<file path="config.mk">
export PLATFORM = sky130hd
export DESIGN_NAME = fifo_rd_stream
export DESIGN_NICKNAME = d
export VERILOG_FILES = /design/src/rtl/fifo_pkg.sv /design/src/rtl/stream_buf2.sv /design/src/rtl/fifo_rd_stream.sv
export SDC_FILE = /design/constraint.sdc
export NUM_CORES = 1
export LEC_CHECK = 0
export CAP_MARGIN = 0
export CORE_UTILIZATION = 47
export CTS_CLUSTER_SIZE = 12
export DETAILED_ROUTE_END_ITERATION = 8
export PLACE_DENSITY = 0.75
export SLEW_MARGIN = 20
export SYNTH_ARGS = -nofsm -noshare
export SYNTH_HDL_FRONTEND = slang
export SYNTH_SLANG_ARGS = --single-unit
</file>
<file path="constraint.sdc">
create_clock -name rd_clk -period 2.4 [get_ports rd_clk]
set_input_delay 0.24 -clock rd_clk [delete_from_list [all_inputs] [get_ports rd_clk]]
set_output_delay 0.24 -clock rd_clk [all_outputs]
set_load 0.02 [all_outputs]
</file>
<file path="src/rtl/fifo_pkg.sv">
// Shared definitions for the FIFO read-side streaming adapter:
// default data width and the encoding of the output buffer occupancy.
package fifo_pkg;

    localparam int DATA_LEN_DEFAULT = 8;

    // The encoding doubles as the word count, so a state converts
    // straight to the buf_count value without a lookup.
    typedef enum logic [1:0] {
        EMPTY = 2'd0,
        ONE   = 2'd1,
        FULL  = 2'd2
    } bufState_e;

    // Converts a buffer state into the number of words it represents.
    function automatic logic [1:0] stateToCount(input bufState_e state);
        return 2'(state);
    endfunction

endpackage

</file>
<file path="src/rtl/stream_buf2.sv">
// Two-entry registered output buffer with head/tail select. Words are
// written at the tail and presented from the head, in strict FIFO order.
// The head word stays put until it is popped, so the presented data cannot
// change while the consumer is stalling.
module stream_buf2
    import fifo_pkg::*;
#(
    parameter int DATA_LEN = DATA_LEN_DEFAULT
) (
    input  logic                clk_i,
    input  logic                rst_i,
    input  logic                wrEn_i,
    input  logic [DATA_LEN-1:0] wrData_i,
    input  logic                popEn_i,
    output logic                valid_o,
    output logic [DATA_LEN-1:0] headData_o,
    output logic [1:0]          count_o
);

    bufState_e           state_q;
    bufState_e           state_d;
    logic                head_q;
    logic                tail_q;
    logic                valid_q;
    logic [DATA_LEN-1:0] mem_q [2];
    logic                popEff;
    logic                wrAccept;

    // A pop only counts when a word is actually presented. A write is refused
    // only when the buffer is full and nothing leaves in the same cycle; the
    // credit logic upstream never lets that happen, so no word is dropped.
    always_comb begin
        popEff   = popEn_i & valid_q;
        wrAccept = wrEn_i & ((state_q != FULL) | popEff);
    end

    // Occupancy moves by at most one step per cycle. A simultaneous write and
    // pop leaves the state unchanged.
    always_comb begin
        state_d = state_q;
        unique case ({wrAccept, popEff})
            2'b10: begin
                unique case (state_q)
                    EMPTY:   state_d = ONE;
                    ONE:     state_d = FULL;
                    default: state_d = FULL;
                endcase
            end
            2'b01: begin
                unique case (state_q)
                    FULL:    state_d = ONE;
                    ONE:     state_d = EMPTY;
                    default: state_d = EMPTY;
                endcase
            end
            default: state_d = state_q;
        endcase
    end

    // State, pointers, storage and the registered valid flag. Reset clears
    // the storage as well, so the presented data reads as zero afterwards.
    always_ff @(posedge clk_i) begin
        if (rst_i) begin
            state_q  <= EMPTY;
            head_q   <= 1'b0;
            tail_q   <= 1'b0;
            valid_q  <= 1'b0;
            mem_q[0] <= '0;
            mem_q[1] <= '0;
        end else begin
            state_q <= state_d;
            valid_q <= (state_d != EMPTY);
            if (wrAccept) begin
                mem_q[tail_q] <= wrData_i;
                tail_q        <= ~tail_q;
            end
            if (popEff) begin
                head_q <= ~head_q;
            end
        end
    end

    assign valid_o    = valid_q;
    assign headData_o = mem_q[head_q];
    assign count_o    = stateToCount(state_q);

endmodule

</file>
<file path="src/rtl/fifo_rd_stream.sv">
// Adapter from a FIFO read-strobe interface to a valid/ready stream.
// Read data shows up one cycle after the strobe, so every strobe reserves a
// buffer slot ahead of time; the two-entry buffer absorbs the word still in
// flight when the consumer stalls, which keeps full throughput without loss.
module fifo_rd_stream
    import fifo_pkg::*;
#(
    parameter int DATA_LEN = DATA_LEN_DEFAULT
) (
    input  logic                rd_clk,
    input  logic                rd_rst,
    input  logic                fifo_empty,
    output logic                fifo_rd_en,
    input  logic [DATA_LEN-1:0] fifo_rd_data,
    output logic                m_valid,
    input  logic                m_ready,
    output logic [DATA_LEN-1:0] m_data,
    output logic [1:0]          buf_count
);

    logic       inflight_q;
    logic       inflight_d;
    logic       pop;
    logic [2:0] committed;
    logic [2:0] limit;

    // Credit check: a slot is free when the words already held plus the one
    // in flight, less the one leaving this cycle, stay below two. Comparing
    // committed against (2 + pop) is the same test as space >= 1 but cannot
    // wrap around. A full buffer that is being popped with nothing in flight
    // may therefore issue a read in that very cycle.
    always_comb begin
        pop        = m_valid & m_ready;
        committed  = {1'b0, buf_count} + {2'b00, inflight_q};
        limit      = 3'd2 + {2'b00, pop};
        fifo_rd_en = !fifo_empty && !rd_rst && (committed < limit);
        inflight_d = fifo_rd_en;
    end

    // Remembers that a read was issued last cycle, i.e. that fifo_rd_data
    // carries a word which must be captured on this edge.
    always_ff @(posedge rd_clk) begin
        if (rd_rst) begin
            inflight_q <= 1'b0;
        end else begin
            inflight_q <= inflight_d;
        end
    end

    stream_buf2 #(
        .DATA_LEN (DATA_LEN)
    ) u_buf (
        .clk_i      (rd_clk),
        .rst_i      (rd_rst),
        .wrEn_i     (inflight_q),
        .wrData_i   (fifo_rd_data),
        .popEn_i    (pop),
        .valid_o    (m_valid),
        .headData_o (m_data),
        .count_o    (buf_count)
    );

    // Invariants of the credit scheme: occupancy never reaches three, a word
    // in flight always has a slot waiting, and a stalled word stays put.
    assert property (@(posedge rd_clk) disable iff (rd_rst)
        buf_count != 2'd3);

    assert property (@(posedge rd_clk) disable iff (rd_rst)
        inflight_q |-> ((buf_count != 2'd2) || pop));

    assert property (@(posedge rd_clk) disable iff (rd_rst)
        (m_valid && !m_ready) |=> $stable(m_data));

endmodule

</file>
Yosys cells after proc, flatten, opt, wreduce, memory -nomap -nowiden
Memories as Yosys holds them, arrays and structs flattened. A register that Yosys moved wholly into a read port is not among the register bits. Cells that the tools add are included. W data, S select, Z words.

Bitwise logic cells: 6. $lt $le $gt $ge: 1. Add/subtract/negate cells: 2. Reduce and logical (&&, ||, !) cells: 7. Muxes and demuxes: 13. Equal/unequal tests: 4.

Operators by type and width (count): $mux W1 (10); $mux W8 (1); $reduce_or A8 Y1 (1); $eq A2 B2 Y1 const B (2); $pmux W2 S2 (1); $add A2 B1 Y3 (1); $add A2 B1 Y3 const A (1); $and A1 B1 Y1 (3); $lt A3 B3 Y1 (1); $eq A2 B1 Y1 const B (1); $logic_and A1 B1 Y1 (2); $logic_not A1 Y1 (2); $logic_not A2 Y1 (1); $mux W2 (1); $ne A2 B2 Y1 const B (1); $not A1 Y1 (2); $reduce_bool A2 Y1 (1); $or A1 B1 Y1 (1).

Register bits: 6. Input port bits: 12. Memories: 1. Bits in writable memories: 16. Logic and storage cells: 39. Output and inout port bits: 12.

Memories: u_buf.mem_q (depth 2, width 8, read ports 1, clocked after memory_dff 1, wr ports 2, RTL line stream_buf2.sv:25) `logic [DATA_LEN-1:0] mem_q [2];`.

Logic depth before layout (Yosys ltp)
Gate-level depths: netlist of run 1.

Depth in word-level cells: 9. Mapped depth: 8. Depth with buffers taken out: 8.

Cells and area by module
Synthesis of run 1 repeated with hierarchy kept, for this count alone.

Cells, all modules: 92. Area total of the unflattened synthesis: 1119.8 um^2.

Modules (own cells, without submodules): stream_buf2 (cells an instance 85, area an instance 1022.2 um^2, instances 1, seq. area each 600.6 um^2); fifo_rd_stream (cells an instance 7, area an instance 97.6 um^2, instances 1, seq. area each 20.0 um^2).

Worst setup path before layout of run 1
No wires, ideal clock.

Path type: reg-to-output. Start: register u_buf.state_q[0] (netlist: u_buf.count_o[0]). End: output port fifo_rd_en. Cell stages (with the launch flop): 5. Path buffers: 0. Arrival time: 1714 ps. Data required time: 2160 ps. Setup slack: 446 ps. Cell sequence: dfxtp_1 > ha_1 > ha_1 > o21ai_0 > nor4b_1.

Cells in the longest elaborated chain, start to end: 3.

RTL lines: from (decl) (RTL line stream_buf2.sv:20) `bufState_e state_q;`; from (signal assigned) (RTL line stream_buf2.sv:71) `state_q <= state_d;`; $add A2 B1 Y3 (RTL line fifo_rd_stream.sv:34) `committed = {1'b0, buf_count} + {2'b00, inflight_q};`; $lt A3 B3 Y1 (RTL line fifo_rd_stream.sv:36) `fifo_rd_en = !fifo_empty && !rd_rst && (committed < limit);`; $logic_and A1 B1 Y1 (RTL line fifo_rd_stream.sv:36); to (decl) (RTL line fifo_rd_stream.sv:13) `output logic fifo_rd_en,`.

Every way passes these cells.

==> reports/qor.yml, run 1 <==
run_status:
  status: "completed"
drt:
  vias_per_cell: 4.94
  drt.antenna.violating_nets: 0
  finalWirelength_mm: 1.80
  num_vias: 717
  firstDrtPassIters: 4
  detail_route.drc_violations: 0
  drtIter0Drc: 16
  routed_wire_length_per_instance_um: 12.4
timing:
  timing.final.crit_share: 0.836
  fin_crit_ns: 2.01
  least_setup_slack_across_all_paths_after_layout_ns: 0.393
  holdWs_ns: 0.500
  report.final.slew_viol_count: 0
  maxClockFrequency_mhz: 498
  setup_tns_ns: 0
  rsz0062_at_grt: "no"
  number_of_failing_setup_endpoints_in_the_final_timing_report: 0
  tightestPinTransition_ns: 0.435
  clock_skew_ns: 0.00510
  maxSlewHeadroom: 0.710
  hold_viol_final: 0
die:
  die_area_sq_mm: 0.00249
  placeableCoreArea_sq_mm: 0.00206
  rows: 16
  initial_core_util: 0.524
  die_h_um: 49.9
  io_pins: 24
  die_w_um: 49.9
setup_path:
  crit_path_max_incr_delay_ns: 0.55
  cp-start-kind: "flip-flop"
  max_fo_critical_path: 8
  cp_slowest_cell: "sky130_fd_sc_hd__dfxtp_1"
  worst_path_arrival_ns: 1.77
  cp.buffers_inverters: 1
  critical_path.top_delay_family: "flip-flops"
  r2r_startpoint: "u_buf.count_o[1]"
  critical_path_required_ns: 2.16
  worstSetupEndpointType: "output pin"
  worstSetupPathType: "reg2out"
  crit_path_cell_trace: "mux2_2 > clkdlybuf4s50_1"
layout:
  regArea_sq_um: 621
  multi_input_area_sq_um: 428
  nFillCells: 172
  num-nets-final: 135
  insertedDiodeCount: 0
  final_design_area_no_fill_sq_mm: 0.00138
  post_route_cells_drive_above_1_share: 0.203
  flow.area_growth_from_synthesis_pct: 28.2
placement:
  hpwlAfterDp_mm: 1.31
  place_congestion: 0.732
  place.port_buffers: 23
  detailedPlace.worstSlack_ns: 0.275
  placed_area_sq_mm: 0.00135
yosys:
  ys_async_sr_fraction: 0
  ys.warnings.count: 0
  synth_top_flop_cell: "sky130_fd_sc_hd__edfxtp_1"
  synth_seq_cells: 23
  synth_common_cells: "21 x sky130_fd_sc_hd__nor2_1, 16 x sky130_fd_sc_hd__edfxtp_1, 10 x sky130_fd_sc_hd__nand2b_1, 9 x sky130_fd_sc_hd__mux2_2, 7 x sky130_fd_sc_hd__dfxtp_1"
  most_used_standard_cell_by_instance_count_after_synthesis: "sky130_fd_sc_hd__nor2_1"
  synthesis.area_per_instance_sq_um: 11.9
  netlist_area_sq_mm: 0.00108
  netlist_top_cells_area: "sky130_fd_sc_hd__edfxtp_1 44%, sky130_fd_sc_hd__dfxtp_1 13%, sky130_fd_sc_hd__mux2_2 9.4%"
  postSynthCellCount: 91
  synth_edf_count: 16
  yosys.cell_types.count: 23
  yosysSeqAreaShare: 0.575
  synthesis.nets: 107
  synthDominantAreaCellType: "sky130_fd_sc_hd__edfxtp_1"
  synth_top_cell_area_share: 0.445
cts:
  clk_pin_slew_ns: 0.13
  htreeDepth: 1
  clock_insertion_delay_worst_skew_ns: 0.30
  clk_root_buffer_cell: "sky130_fd_sc_hd__clkbuf_4"
  clock_tree.buffer_depth: 2
  clkSinkCount: 23
  cts_tree: "built"
  post-cts-setup-buffers: 0
  cts-buffers-inserted: 3
global_routing:
  vias_in_the_first_global_route: 720
  grt_usage: 0.169
  gr-total-overflow: 0
  antenna_violations_before_repair: 0
  grt_first_pass_wirelength_mm: 3.14
  grt_max_degree: 20
flow_run:
  drv.max_cap_violation_count: 0
min_path:
  min-delay-path-class: "in2reg"
  critical_hold_path_startpoint: "fifo_empty"
power:
  irDropWorstVdd_uv: 321
  power.density_mw_per_mm2: 548
  leakagePower_nw: 0.549
  post-layout-total-power_uw: 758
-- worst paths after layout --
kind	end	slack, ns	cells past startpoint
min	inflight_q	0.50	2
min reg2reg	flip-flop	0.55	2
max	m_data[1]	0.39	2
max reg2reg	u_buf.valid_o	0.72	7
-- power by group --
part	internal, mW	switching [mW]	leakage (nW)	total, mW
clock network	0.0621	0.113	0.0177	0.175
logic	0.0671	0.0594	0.307	0.127
registers	0.446	0.0103	0.225	0.456
total	0.575	0.183	0.549	0.758
-- routing by layer --
layer | track usage | part of all wire | vias up
li1 | - | - | 368
met1 | 0.190 | 0.44 | 328
met2 | 0.297 | 0.51 | 19
met3 | 0.0340 | 0.042 | 2
met4 | 0.0857 | 0.0078 | 0
met5 | 0 | 0 | -
-- timing repair --
action	in CTS	in global routing
hold buffers	0	0
endpoints found under the hold margin	0	0
gates resized for setup	0	1
endpoints found under the setup margin	0	1
-- layout make-up --
class / count / area share
inverter: 5 / 0.0136
multi-input combinational: 60 / 0.309
clock buffer: 3 / 0.0163
tap: 27 / 0.0244
sequential: 23 / 0.448
timing repair buffer: 26 / 0.184
clock inverter: 1 / 0.00362
-- worst register-to-register path, delay by kind of cell (launching register included) --
family          cells  cell delay (ns)
compound gates      3             0.46
fa+ha+maj           1             0.20
buf+inv             1             0.07
flops               1             0.48
mux                 1             0.25
simple gates        1             0.10
-- registers in the layout (all words and copies together) (netlist names), named ones only --
register,flops
u_buf.count_o,2
u_buf.tail_q,1
inflight_q,1
u_buf.valid_o,1
u_buf.mem_q,16
u_buf.head_q,1
-- cells in the final DEF, fill, tap and decap left out, drive strengths merged --
master	instances
o211ai	2
a21oi	1
buf	3
nor2	21
clkdlybuf4s50	22
o21ai	2
mux2	10
nor3	2
nor4b	2
dlymetal6s2s	1
nand2b	11
edfxtp	16
inv	5
nand2	2
ha	4
clkbuf	3
clkinv	1
dfxtp	7
o31ai	1
xnor2	1
a2bb2oi	1
-- through the flow --
step | utilization | cells
final | 0.671 | 145
after global routing | 0.671 | 145
after CTS | 0.670 | 145
after detailed placement | 0.657 | 141
after global placement | 0.657 | 141
after floorplan | - | 91
-- cells by family after synthesis --
family,count (synthesis),share of synthesized area
compound gates,7,0.0556
xor+xnor,1,0.00811
fa+ha+maj,4,0.0464
buf+inv,8,0.0290
flops,23,0.575
mux,10,0.108
simple gates,38,0.178
No activity file was read; power rests on OpenSTA's default activity.
==> run 2, diff against run 1 <==
Clock period 2.4 ns to 2.05 ns, I/O delays scaled along.
==> run 2 against run 1 <==
- cell area rose by 1.7%
- sequential power rose by 17%
- hold slack got worse by 0.022 ns
- global-route usage rose by 0.19 points
- critical path depth did not move
- first-iteration DRC count rose by 13%
- clock power rose by 14%
- sequential cell count did not move
- setup slack got worse by 0.21 ns
==> reports/qor.yml, run 2 (same netlist as run 1, synthesis figures left out) <==
setup_path:
  worstSetupPathType: "reg2out"
  crit_path_cell_trace: "mux2_2 > clkdlybuf4s50_1"
  critical_path_required_ns: 1.85  # -0.31 ns
  worst_path_arrival_ns: 1.66  # -0.11 ns
  max_fo_critical_path: 8  # unchanged
  r2r_startpoint: "u_buf.count_o[0]"
  crit_path_max_incr_delay_ns: 0.54  # about the same
  cp-start-kind: "flip-flop"
  cp_slowest_cell: "sky130_fd_sc_hd__clkdlybuf4s50_1"
  worstSetupEndpointType: "output pin"
global_routing:
  gr-total-overflow: 0  # unchanged
  grt_usage: 0.170  # +0.00186
  grt_max_degree: 20  # unchanged
  antenna_violations_before_repair: 0  # unchanged
  vias_in_the_first_global_route: 727  # +0.97%
  grt_first_pass_wirelength_mm: 3.17  # +1.1%
layout:
  flow.area_growth_from_synthesis_pct: 30.4
  largest_register_ffs: 16  # unchanged
  top_register: "u_buf.mem_q"
  mostFrequentLayoutCells: "22 x sky130_fd_sc_hd__clkdlybuf4s50_1, 21 x sky130_fd_sc_hd__nor2_1, 16 x sky130_fd_sc_hd__edfxtp_1, 10 x sky130_fd_sc_hd__nand2b_1, 9 x sky130_fd_sc_hd__mux2_2"
  post_route_cells_drive_above_1_share: 0.246  # +0.0425
  num-nets-final: 139  # +3.0%
  insertedDiodeCount: 0  # unchanged
  layout_commonest_cell: "sky130_fd_sc_hd__clkdlybuf4s50_1"
  finish.cell_count_without_fillers: 149  # +2.8%
timing:
  holdWs_ns: 0.478  # -0.0218 ns
  setup_tns_ns: 0  # unchanged
  least_setup_slack_across_all_paths_after_layout_ns: 0.187  # -0.205 ns
  maxClockFrequency_mhz: 537
  maxSlewHeadroom: 0.730  # +0.0201
  number_of_failing_setup_endpoints_in_the_final_timing_report: 0  # unchanged
  report.final.slew_viol_count: 0  # unchanged
  fin_crit_ns: 1.86
  timing.final.crit_share: 0.909
  rsz0062_at_grt: "no"
  hold_viol_final: 0  # unchanged
  tightestPinTransition_ns: 0.405  # -0.0302 ns
  clock_skew_ns: 0.00270  # -0.00240 ns
power:
  irDropWorstVdd_uv: 425  # +33%
  leakagePower_nw: 0.558  # +1.6%
  power.density_mw_per_mm2: 628  # +15%
cts:
  cts-buffers-inserted: 3  # unchanged
  clkSinkCount: 23  # unchanged
  cts_tree: "built"
  clock_tree.buffer_depth: 2  # unchanged
  clk_pin_slew_ns: 0.12  # about the same
  clock_insertion_delay_worst_skew_ns: 0.30  # about the same
  htreeDepth: 1  # unchanged
  clk_root_buffer_cell: "sky130_fd_sc_hd__clkbuf_4"
  post_cts_hold_buffer_count: 0  # unchanged
die:
  die_w_um: 49.9  # unchanged
  die_h_um: 49.9  # unchanged
  placeableCoreArea_sq_mm: 0.00206  # unchanged
  die_area_sq_mm: 0.00249  # unchanged
  rows: 16  # unchanged
  io_pins: 24  # unchanged
  initial_core_util: 0.524  # unchanged
placement:
  numPlacedInstances: 145  # +2.8%
  place_congestion: 0.757  # +3.4%
  place.port_buffers: 23  # unchanged
  hpwlAfterDp_mm: 1.34  # +2.3%
  detailedPlace.worstSlack_ns: -0.0158  # -0.291 ns
drt:
  num_vias: 738  # +2.9%
  finalWirelength_mm: 1.77  # -1.8%
  firstDrtPassIters: 4  # unchanged
  drtIter0Drc: 18  # +2
  vias_per_cell: 4.95  # +0.17%
  detail_route.drc_violations: 0  # unchanged
  drt.antenna.violating_nets: 0  # unchanged
  routed_wire_length_per_instance_um: 11.9  # -4.5%
min_path:
  min-delay-path-class: "in2reg"
  critical_hold_path_startpoint: "fifo_empty"
flow_run:
  drv.max_cap_violation_count: 0  # unchanged
run_status:
  status: "completed"
[run 2: changes by cell type in the layout (fill, tap and decap cells not counted)]
| cell | delta |
|---|---|
| sky130_fd_sc_hd__buf_4 | +4 |
| sky130_fd_sc_hd__clkbuf_2 | +1 |
| sky130_fd_sc_hd__dfxtp_1 | -1 |
| sky130_fd_sc_hd__dfxtp_2 | +1 |
| sky130_fd_sc_hd__dlymetal6s2s_1 | -1 |
[run 2: stage by stage]
step	total power [mW]	util	instance area (sq um)
final	0.884	0.683	1410
after global routing	0.927	0.683	1410
after CTS	0.895	0.684	1410
after detailed placement	0.698	0.671	1380
after global placement	0.694	0.671	1380
after floorplan	0.625	-	1080
[run 2: layer usage]
metal  up-vias  track usage  routed length (um)
met5         -            0                   0
li1        377            -                   -
met1       340        0.206                 770
met4         0       0.0571                  14
met3         2       0.0278                  83
met2        19        0.304                 898
[run 2: area by class of cell]
cell class	instances	area, sq um
Clock buffer	3	22.5
Clock inverter	1	5.00
Fill cell	168	654
Inverter	5	18.8
Multi-Input combinational cell	60	428
Sequential cell	23	622
Tap cell	27	33.8
Timing Repair Buffer	30	278
[run 2: what timing repair did]
action	in CTS	in global routing
buffers inserted	0	0
gates resized for setup	1	4
setup endpoints to repair	1	9
[run 2: power by group]
group	internal, mW	switching, mW	leakage [nW]
clock	0.0725	0.127	0.0177
sequential	0.522	0.00943	0.225
combinational	0.0811	0.0721	0.315
[run 2: critical path: cells and delay by family, from the launching register on]
family	cells	cell delay, ns
buf+inv	1	0.54
flops	1	0.46
mux	1	0.36
[run 2: path summary, 6_finish.rpt]
kind / to / slack, ns / cells after the start
worst max register to register: u_buf.valid_o / 0.32 / 8
worst max-delay path: m_data[1] / 0.19 / 2
worst min-delay path: inflight_q / 0.48 / 2
worst min register to register: u_buf.head_q / 0.53 / 2
==> run 3, diff against run 2 <==
Settings changed: DONT_BUFFER_PORTS set to 1, PLACE_DENSITY 0.75 to unset.
==> run 3 against run 2 <==
- clock power increased by 3%
- routed wire length decreased by 2.3%
- clock skew increased by 0.0012 ns
- highest routed layer unchanged
- hold slack got worse by 0.37 ns
- critical path type unchanged
- global-route usage decreased by 0.80 points
- setup slack got worse by 0.053 ns
==> reports/qor.yml, run 3 (same netlist as run 1, synthesis figures left out) <==
min_path:
  whs_endpoint: "u_buf.count_o[0]"
  worst_hold_path.num_cells: 2  # unchanged
  min-delay-path-class: "in2reg"
  critical_hold_path_startpoint: "rd_rst"
timing:
  number_of_failing_setup_endpoints_in_the_final_timing_report: 0  # unchanged
  fin_crit_ns: 1.92  # +0.0529 ns
  holdWs_ns: 0.103  # -0.374 ns
  setup_tns_ns: 0  # unchanged
  rsz0062_at_grt: "no"
  maxSlewHeadroom: 0.701  # -0.0289
  maxClockFrequency_mhz: 522  # -2.8%
  report.final.slew_viol_count: 0  # unchanged
  clock_skew_ns: 0.00392  # +0.00121 ns
  timing.final.crit_share: 0.934  # +0.0258
  hold_viol_final: 0  # unchanged
  tightestPinTransition_ns: 0.449  # +0.0433 ns
cts:
  clk_pin_slew_ns: 0.12  # about the same
  post-cts-setup-buffers: 0  # unchanged
  clock_insertion_delay_worst_skew_ns: 0.31  # about the same
  htreeDepth: 1  # unchanged
  clk_root_buffer_cell: "sky130_fd_sc_hd__clkbuf_4"
  cts-buffers-inserted: 3  # unchanged
  cts_tree: "built"
  clkSinkCount: 23  # unchanged
  clock_tree.buffer_depth: 2  # unchanged
layout:
  post_route_cells_drive_above_1_share: 0.265  # +0.0194
  regArea_sq_um: 622  # unchanged
  flow.area_growth_from_synthesis_pct: 9.27
  insertedDiodeCount: 0  # unchanged
  layout_commonest_cell: "sky130_fd_sc_hd__nor2_1"
  mostFrequentLayoutCells: "21 x sky130_fd_sc_hd__nor2_1, 16 x sky130_fd_sc_hd__edfxtp_1, 10 x sky130_fd_sc_hd__nand2b_1, 9 x sky130_fd_sc_hd__mux2_2, 6 x sky130_fd_sc_hd__dfxtp_1"
  multi_input_area_sq_um: 428  # unchanged
  largest_register_ffs: 16  # unchanged
  nFillCells: 187  # +11%
  num-nets-final: 115  # -17%
  top_register: "u_buf.mem_q"
placement:
  hpwlAfterDp_mm: 1.12  # -16%
  place.port_buffers: 0  # -100%
  place_congestion: 0.702  # -7.3%
setup_path:
  cp-start-kind: "flip-flop"
  worstSetupEndpointType: "output pin"
  worst_path_arrival_ns: 1.71  # +0.05 ns
  worstSetupPathType: "reg2out"
  ff2ff_setup_slack_ns: 0.34  # +0.02 ns
  cp.buffers_inverters: 1  # unchanged
  critical_path.top_delay_family: "adder cells"
  crit_path_cell_trace: "ha_1 > ha_1 > o21ai_0 > nor4b_1 > buf_4"
  crit_path_max_incr_delay_ns: 0.40  # -0.14 ns
  cp_slowest_cell: "sky130_fd_sc_hd__dfxtp_2"
  max_fo_critical_path: 6  # -2
  worst_path_most_repeated_cell: "sky130_fd_sc_hd__ha_1"
  worst_r2r_endpoint: "u_buf.valid_o"
  r2r_startpoint: "u_buf.valid_o"
  r2r.worst_path.cells: 8  # unchanged
  critical_path_required_ns: 1.85  # about the same
die:
  placeableCoreArea_sq_mm: 0.00206  # unchanged
  io_pins: 24  # unchanged
  die_h_um: 49.9  # unchanged
  initial_core_util: 0.524  # unchanged
  die_w_um: 49.9  # unchanged
  die_area_sq_mm: 0.00249  # unchanged
  rows: 16  # unchanged
drt:
  vias_per_cell: 5.28  # +6.6%
  finalWirelength_mm: 1.73  # -2.3%
  num_vias: 660  # -11%
  drtIter0Drc: 6  # -12
  drt.antenna.violating_nets: 0  # unchanged
  routed_wire_length_per_instance_um: 13.8  # +17%
  detail_route.drc_violations: 0  # unchanged
  firstDrtPassIters: 4  # unchanged
global_routing:
  vias_in_the_first_global_route: 621  # -15%
  grt_max_degree: 17  # -15%
  grt_usage: 0.162  # -0.00797
  grt_first_pass_wirelength_mm: 2.91  # -8.3%
  gr-total-overflow: 0  # unchanged
  antenna_violations_before_repair: 0  # unchanged
power:
  irDropWorstVdd_uv: 397  # -6.8%
  power.density_mw_per_mm2: 711  # +13%
  leakagePower_nw: 0.463  # -17%
flow_run:
  drv.max_cap_violation_count: 0  # unchanged
run_status:
  status: "completed"
-- run 3: repair_timing --
| item | CTS | global route |
|---|---|---|
| gates resized for setup | 1 | 0 |
| hold endpoints to repair | 5 | 0 |
| endpoints found under the setup margin | 1 | 0 |
| hold buffers | 2 | 0 |
-- run 3: report_power, final --
group	total, mW	internal, mW	leakage [nW]	switching (mW)
Clock	0.205	0.0728	0.0177	0.132
Combinational	0.0982	0.0392	0.220	0.0590
Sequential	0.535	0.522	0.225	0.0131
-- run 3: worst max-delay path by stage --
stage / slack [ns] / from / cells past startpoint / to
2_1_floorplan: 0.13 / u_buf.count_o[0] / 4 / fifo_rd_en
3_3_place_gp: 0.37 / u_buf.count_o[0] / 7 / u_buf.valid_o
3_5_place_dp: 0.34 / u_buf.count_o[0] / 7 / u_buf.valid_o
4_1_cts: 0.12 / u_buf.count_o[0] / 5 / fifo_rd_en
5_1_grt: 0.02 / u_buf.count_o[0] / 5 / fifo_rd_en
6_report: 0.13 / u_buf.count_o[0] / 5 / fifo_rd_en
-- run 3: per-layer routing --
| metal | wire length [um] | vias to the layer above | global-route usage | share of wire |
|---|---|---|---|---|
| met5 | 0 | - | 0 | 0 |
| met4 | 37 | 0 | 0.0857 | 0.021 |
| met3 | 94 | 4 | 0.0370 | 0.054 |
| met2 | 905 | 19 | 0.295 | 0.52 |
| met1 | 690 | 309 | 0.172 | 0.40 |
| li1 | - | 328 | - | - |
-- run 3: per-stage QoR --
stage	setup slack, ns	utilization	area, sq um	power [mW]	instances
floorplan	0.131	-	1080	0.625	91
global placement	0.372	0.549	1130	0.639	119
detailed placement	0.337	0.549	1130	0.640	119
CTS	0.115	0.572	1180	0.845	125
global route	0.0248	0.572	1180	0.878	125
finish	0.135	0.572	1180	0.839	125
-- run 3: layout make-up --
cell class / instances / share of cell area
well taps: 27 / 0.0286
flip-flops and latches: 23 / 0.527
clock buffers: 3 / 0.0191
clock inverters: 1 / 0.00424
repair buffers: 6 / 0.0424
inverters: 5 / 0.0159
multi-input cells: 60 / 0.363
